[config.mk]
export PLATFORM = sky130hd
export DESIGN_NAME = pipe_hazard_ctrl
export DESIGN_NICKNAME = d
export VERILOG_FILES = /design/src/rtl/hazard_pkg.sv /design/src/rtl/hazard_fwd_match.sv /design/src/rtl/pipe_hazard_ctrl.sv
export SDC_FILE = /design/constraint.sdc
export NUM_CORES = 1
export LEC_CHECK = 0
export BUFFER_PORTS_ARGS = -buffer_cell sky130_fd_sc_hd__buf_4
export CAP_MARGIN = 5
export CORE_AREA = 4 4 86 88
export DETAILED_ROUTE_END_ITERATION = 7
export DIE_AREA = 0 0 90 92
export GPL_TIMING_DRIVEN = 1
export PLACE_DENSITY_LB_ADDON = 0.2
export SETUP_SLACK_MARGIN = 0.2
export SYNTH_ARGS = -nofsm -noshare
export SYNTH_HDL_FRONTEND = slang
export SYNTH_HIERARCHICAL = 1
export SYNTH_SLANG_ARGS = --single-unit
export TNS_END_PERCENT = 1
[constraint.sdc]
create_clock -name clk -period 3.6 [get_ports clk]
set_input_delay 0.18 -clock clk [delete_from_list [all_inputs] [get_ports clk]]
set_output_delay 0.18 -clock clk [all_outputs]
set_load 0.05 [all_outputs]
[src/rtl/hazard_pkg.sv]
// rtl/hazard_pkg.sv - shared types and helpers for the pipeline hazard/forwarding controller
// Contents:
//   MAX_REG_W   widest register address the scoreboard can store (REG_W is zero-extended into it)
//   SEL_REGFILE forwarding select value meaning "read the register file"
//   sb_entry_t  one scoreboard entry {valid, is_load, wr_reg}
//   sel_width   width of a forwarding select for n tracked stages
package hazard_pkg;

    localparam int MAX_REG_W   = 8;
    localparam int SEL_REGFILE = 0;

    typedef struct packed {
        logic                 valid;
        logic                 is_load;
        logic [MAX_REG_W-1:0] wr_reg;
    } sb_entry_t;

    function automatic int sel_width(input int n);
        return (n < 1) ? 1 : $clog2(n + 1);
    endfunction

endpackage

[src/rtl/hazard_fwd_match.sv]
// rtl/hazard_fwd_match.sv - priority match of one source operand against the in-flight scoreboard
// Ports:
//   sb           scoreboard, index 1 = execute (youngest) .. NUM_FWD_STAGES = writeback (oldest)
//   src          source register address
//   uses         operand is actually read
//   sel          0 = register file, k = forward from stage k
//   load_hazard  winning producer is a load whose data is not yet available
import hazard_pkg::*;

module hazard_fwd_match #(
    parameter int NUM_FWD_STAGES = 2,
    parameter int LOAD_LATENCY   = 1,
    parameter int REG_W          = 5,
    parameter int SEL_W          = sel_width(NUM_FWD_STAGES)
) (
    input  sb_entry_t        sb [1:NUM_FWD_STAGES],
    input  logic [REG_W-1:0] src,
    input  logic             uses,
    output logic [SEL_W-1:0] sel,
    output logic             load_hazard
);

    logic [MAX_REG_W-1:0] src_ext;

    assign src_ext = MAX_REG_W'(src);

    // Walk oldest to youngest so the youngest match overwrites older ones.
    // $0 is hardwired to zero and never forwarded.
    always_comb begin
        sel         = SEL_W'(SEL_REGFILE);
        load_hazard = 1'b0;
        for (int k = NUM_FWD_STAGES; k >= 1; k--) begin
            if (uses && (src != '0) && sb[k].valid && (sb[k].wr_reg == src_ext)) begin
                sel         = SEL_W'(k);
                load_hazard = sb[k].is_load && (k <= LOAD_LATENCY);
            end
        end
    end

endmodule

[src/rtl/pipe_hazard_ctrl.sv]
// rtl/pipe_hazard_ctrl.sv - scoreboard-based hazard, stall, forwarding and redirect controller
// Ports:
//   clk, reset                 clock, synchronous active-high reset
//   stall_in                   external freeze, whole pipeline holds
//   dec_*                      decode-stage instruction description
//   redirect                   taken branch/jump pulse from stage 1
//   fwd_sel_a, fwd_sel_b       per-operand forwarding selects (0 = register file)
//   stall                      hold PC and decode register
//   bubble                     NOP injected into stage 1 this cycle
//   flush                      kill fetched instruction, PC takes redirect target
//   stall_cycles               saturating count of stalled cycles
import hazard_pkg::*;

module pipe_hazard_ctrl #(
    parameter int NUM_FWD_STAGES = 2,
    parameter int LOAD_LATENCY   = 1,
    parameter bit DELAY_SLOT     = 1'b1,
    parameter int REG_W          = 5
) (
    input  logic                                  clk,
    input  logic                                  reset,
    input  logic                                  stall_in,
    input  logic                                  dec_valid,
    input  logic [REG_W-1:0]                      dec_rs,
    input  logic [REG_W-1:0]                      dec_rt,
    input  logic                                  dec_uses_rs,
    input  logic                                  dec_uses_rt,
    input  logic                                  dec_wr_en,
    input  logic [REG_W-1:0]                      dec_wr_reg,
    input  logic                                  dec_is_load,
    input  logic                                  redirect,
    output logic [sel_width(NUM_FWD_STAGES)-1:0]  fwd_sel_a,
    output logic [sel_width(NUM_FWD_STAGES)-1:0]  fwd_sel_b,
    output logic                                  stall,
    output logic                                  bubble,
    output logic                                  flush,
    output logic [31:0]                           stall_cycles
);

    localparam int SEL_W = sel_width(NUM_FWD_STAGES);

    sb_entry_t sb [1:NUM_FWD_STAGES];
    sb_entry_t issue_entry;
    logic      pending;
    logic      haz_a, haz_b;
    logic      hazard, hazard_eff;
    logic      redir_req, kill, issue;

    hazard_fwd_match #(
        .NUM_FWD_STAGES (NUM_FWD_STAGES),
        .LOAD_LATENCY   (LOAD_LATENCY),
        .REG_W          (REG_W),
        .SEL_W          (SEL_W)
    ) u_match_rs (
        .sb          (sb),
        .src         (dec_rs),
        .uses        (dec_uses_rs),
        .sel         (fwd_sel_a),
        .load_hazard (haz_a)
    );

    hazard_fwd_match #(
        .NUM_FWD_STAGES (NUM_FWD_STAGES),
        .LOAD_LATENCY   (LOAD_LATENCY),
        .REG_W          (REG_W),
        .SEL_W          (SEL_W)
    ) u_match_rt (
        .sb          (sb),
        .src         (dec_rt),
        .uses        (dec_uses_rt),
        .sel         (fwd_sel_b),
        .load_hazard (haz_b)
    );

    // A redirect arriving while one is already pending is ignored; the
    // pending one keeps requesting a flush until a non-stalled cycle.
    assign redir_req  = redirect | pending;
    assign hazard     = dec_valid & (haz_a | haz_b);
    // Without a delay slot the decode instruction dies anyway, so its
    // load-use hazard is irrelevant and the flush goes out at once.
    assign hazard_eff = hazard & ~(~DELAY_SLOT & redir_req);
    assign stall      = stall_in | hazard_eff;
    assign flush      = redir_req & ~stall;
    assign kill       = flush & ~DELAY_SLOT;
    assign issue      = ~stall_in & dec_valid & ~hazard_eff & ~kill;
    assign bubble     = ~stall_in & dec_valid & ~issue;

    always_comb begin
        issue_entry         = '0;
        issue_entry.valid   = issue & dec_wr_en;
        issue_entry.is_load = dec_is_load;
        issue_entry.wr_reg  = MAX_REG_W'(dec_wr_reg);
    end

    always_ff @(posedge clk) begin
        if (reset) begin
            for (int k = 1; k <= NUM_FWD_STAGES; k++) begin
                sb[k] <= '0;
            end
            pending      <= 1'b0;
            stall_cycles <= '0;
        end else begin
            if (!stall_in) begin
                for (int k = NUM_FWD_STAGES; k >= 2; k--) begin
                    sb[k] <= sb[k-1];
                end
                sb[1] <= issue_entry;
            end
            pending <= flush ? 1'b0 : redir_req;
            if (stall && (stall_cycles != 32'hFFFF_FFFF)) begin
                stall_cycles <= stall_cycles + 32'd1;
            end
        end
    end

endmodule

# After elaboration in Yosys (flattened, before gate mapping)
# Index checks and enable logic that the tools add are counted.
[classes]
add_sub_neg = 1
n_eq_ne = 5
n_mux = 6
bitwise = 13
reduce_logical = 14
[ops]
columns = ["operator", "n"]
rows = [
  ["32-bit by 1-bit adder with 32-bit output (second input constant)", 1],
  ["32-bit != test (second input constant)", 1],
  ["5-bit equality test", 4],
  ["1-bit logical AND", 11],
  ["5-bit nonzero test", 2],
  ["2-bit two-way mux", 4],
  ["1-bit bitwise AND", 6],
  ["1-bit inverter", 4],
  ["1-bit OR", 3],
  ["1-bit two-way mux", 2],
  ["2-bit OR reduction", 1],
]
[word_totals]
reg_bits = 46
in_bits = 24
output_inout_bits = 39
wordCells = 46

# Logic depth before layout (Yosys ltp)
[logic_depth]
depth_word = 11
mapped_depth = 12
ltp_nobuf = 9

# By module
# Netlist, hierarchy kept.
[by_module_without_submodules]
columns = ["module", "n_inst", "cells_each", "area_each_um2", "seq_area_each_um2"]
rows = [
  ["pipe_hazard_ctrl", 1, 269, 2265.9, 940.9],
  ["hazard_fwd_match", 2, 20, 167.7, 0.0],
]

# Least setup slack after synthesis
# OpenSTA, ideal clock, no wires.
[synth_timing]
path_kind = "register to register"
startpoint = "register, netlist name sb[19]"
endpoint = "register stall_cycles[22]"
setup_ns = 0.121
arrival_time_ns = 3.728
t_required_ns = 3.479
path_slack_ns = -0.248
stages_incl_launch_ff = 11
path_buffers = 1
period_less_slack_ns = 3.848
cell_sequence = "dfxtp_1 > nor4b_1 > nand4_1 > nor4_2 > and2_1 > o21ai_0 > nand2b_1 > clkbuf_1 > nand4_1 > nor4_1 > mux2_2"
[synth_via]
elab_chain_len = 7
elab_cells_between_ends = 10
classes_between = "2 x mux; 3 x bitwise; 5 x reduce/logical"
[synth_lines]
columns = ["item", "line_no", "text"]
rows = [
  ["1-bit logical AND (2 in series)", "hazard_fwd_match.sv:33", "if (uses && (src != '0) && sb[k].valid && (sb[k].wr_reg == src_ext)) begin"],
  ["1-bit two-way mux", "hazard_fwd_match.sv:33", ""],
  ["named net haz_b", "pipe_hazard_ctrl.sv:45", "logic haz_a, haz_b;"],
  ["1-bit OR", "pipe_hazard_ctrl.sv:78", "assign hazard = dec_valid & (haz_a | haz_b);"],
  ["1-bit bitwise AND", "pipe_hazard_ctrl.sv:78", ""],
  ["1-bit OR", "pipe_hazard_ctrl.sv:82", "assign stall = stall_in | hazard_eff;"],
  ["named net stall", "pipe_hazard_ctrl.sv:34", "output logic stall,"],
  ["1-bit logical AND", "pipe_hazard_ctrl.sv:110", "if (stall && (stall_cycles != 32'hFFFF_FFFF)) begin"],
  ["end signal: assignment", "pipe_hazard_ctrl.sv:111", "stall_cycles <= stall_cycles + 32'd1;"],
  ["end: declaration", "pipe_hazard_ctrl.sv:37", "output logic [31:0] stall_cycles"],
]
# The timed path passes the listed nets, and every way through them passes these cells.
# A chain may end at the register's enable or synchronous reset.

# Worst setup path after layout
[layout_timing]
startpoint = "register, netlist name sb[19]"
endpoint = "register stall_cycles[24]"
[layout_via]
elab_chain_len = 7
elab_cells_between_ends = 10
classes_between = "2 x mux; 3 x bitwise; 5 x reduce/logical"
[layout_lines]
columns = ["item", "line_no"]
rows = [
  ["1-bit logical AND (2 in series)", "hazard_fwd_match.sv:33"],
  ["1-bit two-way mux", "hazard_fwd_match.sv:33"],
  ["named net haz_a", "pipe_hazard_ctrl.sv:45"],
  ["1-bit OR", "pipe_hazard_ctrl.sv:78"],
  ["1-bit bitwise AND", "pipe_hazard_ctrl.sv:78"],
  ["1-bit OR", "pipe_hazard_ctrl.sv:82"],
  ["1-bit logical AND", "pipe_hazard_ctrl.sv:110"],
]
# The timed path passes the listed nets, and every way through them passes these cells.

==> impl_metrics.yaml <==
synth:
  yosysWarnings: 6
  syn-cell-area_sq_um: 2570
  syn_inst: 306
  synth.avg_cell_area_sq_um: 8.39
grt:
  grt_max_degree: 55
  grt.total_usage: 0.159
  grt_overflow_total: 0
  grt_pass1_vias: 2248
  antenna_found_initial: 0
  grt_pass1_wl_um: 11000
clock_network:
  cts_sinks: 46
  cts_resized: 0
  path_clk_slew_ns: 0.08
  hold_buffers: 0
  root_buffer: "clkbuf_8"
  htree_levels: 2
  clk_latency_ns: 0.29
  postCtsSetupRepairBufs: 0
  clk_path_buf_depth: 2
  numCtsBuffers: 5
  cts_tree: "yes"
route:
  first_pass_iters: 4
  drt_first_iter_violations: 92
  ant_nets: 0
  viasPerCell: 5.44
  routed_wl_um: 6570
  wl_per_cell_um: 14.5
  num_vias: 2471
  drc: 0
setup_path:
  cpMaxStageDelayCell: "dfxtp_1"
  crit_type: "reg -> reg"
  worst-path-max-fanout: 9
  cp_slowest_stage_delay_ns: 0.37
  cp_common_cell: "nand4_1"
  crit_chain: "nor4b_1, nand4_1, nor4_4, and2_1, o21ai_0, nand2b_1, nand4_1, nor4_1, mux2_2"
  critPathArrivalTime_ns: 3.16
  cpLargestDelayFamily: "simple AND/OR/NAND/NOR gates"
  crit_required_ns: 3.79
  critPathBufInv: 0
  cp-start-kind: "flip-flop"
  endpoint_kind: "flip-flop"
job:
  maxCapViolCount: 0
die:
  placementRows: 30
  start_util: 0.386
  die_h_um: 92
  coreArea_sq_um: 6640
  die_w_um: 90
  io_pins: 63
  die-area_sq_um: 8280
final_layout:
  drive_gt1_frac: 0.235
  fin_util: 0.486
  diodes: 0
  nets: 399
  final_common_cell: "buf_4"
  area_growth_pct: 25.7
  final_cell_mix: "buf_4, dfxtp_1, nor2_1"
worst_hold_path:
  hold_path.class: "in -> reg"
pwr:
  seqPwrFrac: 0.568
  leakage_nw: 1.22
  internal-power_w: 0.000698
  pwr-share-comb: 0.115
  switchingPower_w: 0.000235
  sw_frac_of_total: 0.252
  clkPwrFrac: 0.317
  powerDensity_nw_per_um2: 289
  irDropWorstVdd_mv: 0.156
  power_w: 0.000933
timing:
  rsz0062_at_grt: "no"
  min_period_over_period: 0.826
  maxSlewHeadroom: 0.471
  maxSlewViolCount: 0
  setup_viol: 0
  finalWorstSetupSlack_ns: 0.627
  tightestPinTransition_ns: 0.787
  final-hold-violation-count: 0
  period_needed_ns: 2.97
  max_freq_mhz: 336
  holdWs_ns: 0.122
  final.setup.tns_ns: 0
  finClkSkew_ns: 0.00349
placed_design:
  dp_slack_ns: 0.682
  hpwl_um: 4950
  io_buffers: 62
  gp_congestion: 0.889
run_status:
  status: "completed"
area by class of cell:
class                      count  area, sq um
inverter                       4         15.0
clock buffer                   7         76.3
tap                           80          100
multi-input combinational    253         1630
sequential                    46          921
timing repair buffer          64          480
fill                         649         3420
worst reg2reg max path, stage by stage, from the launching register on:
cell	delay (ns)
dfxtp_1	0.37
nor4b_1	0.33
nand4_1	0.20
nor4_4	0.26
and2_1	0.20
o21ai_0	0.10
nand2b_1	0.32
nand4_1	0.38
nor4_1	0.35
mux2_2	0.37
power groups by stage:
stage | clock [W] | combinational, W | sequential [W]
2_1_floorplan | 0 | 0.0000615 | 0.000547
3_3_place_gp | 0 | 0.000107 | 0.000542
3_5_place_dp | 0 | 0.000108 | 0.000542
4_1_cts | 0.000309 | 0.000108 | 0.000530
5_1_grt | 0.000332 | 0.000118 | 0.000532
6_report | 0.000296 | 0.000108 | 0.000530
registers in the layout, indices dropped and copies added (netlist names):
signal,cells
sb,13
stall_cycles,32
pending,1
per-stage QoR:
step,cell area (sq um),instances
4_1_cts,3230,454
2_1_floorplan,2630,317
3_3_place_gp,3150,447
3_5_place_dp,3150,447
6_report,3230,454
5_1_grt,3230,454
path summary, 6_finish.rpt:
| kind | start | to | slack [ns] | cells after the start |
|---|---|---|---|---|
| worst max-delay path | sb[19] | stall_cycles[24] | 0.63 | 9 |
| worst min-delay path | dec_wr_reg[0] | sb[10] | 0.12 | 3 |
| worst max register to register | sb[19] | stall_cycles[24] | 0.63 | 9 |
| worst min register to register | pending | pending | 0.51 | 2 |
metal layers:
| metal | track usage | part of all wire |
|---|---|---|
| met5 | 0 | 0 |
| met3 | 0.0377 | 0.052 |
| met2 | 0.246 | 0.45 |
| met4 | 0.0548 | 0.016 |
| met1 | 0.217 | 0.48 |
(Power assumes the default switching activity.)
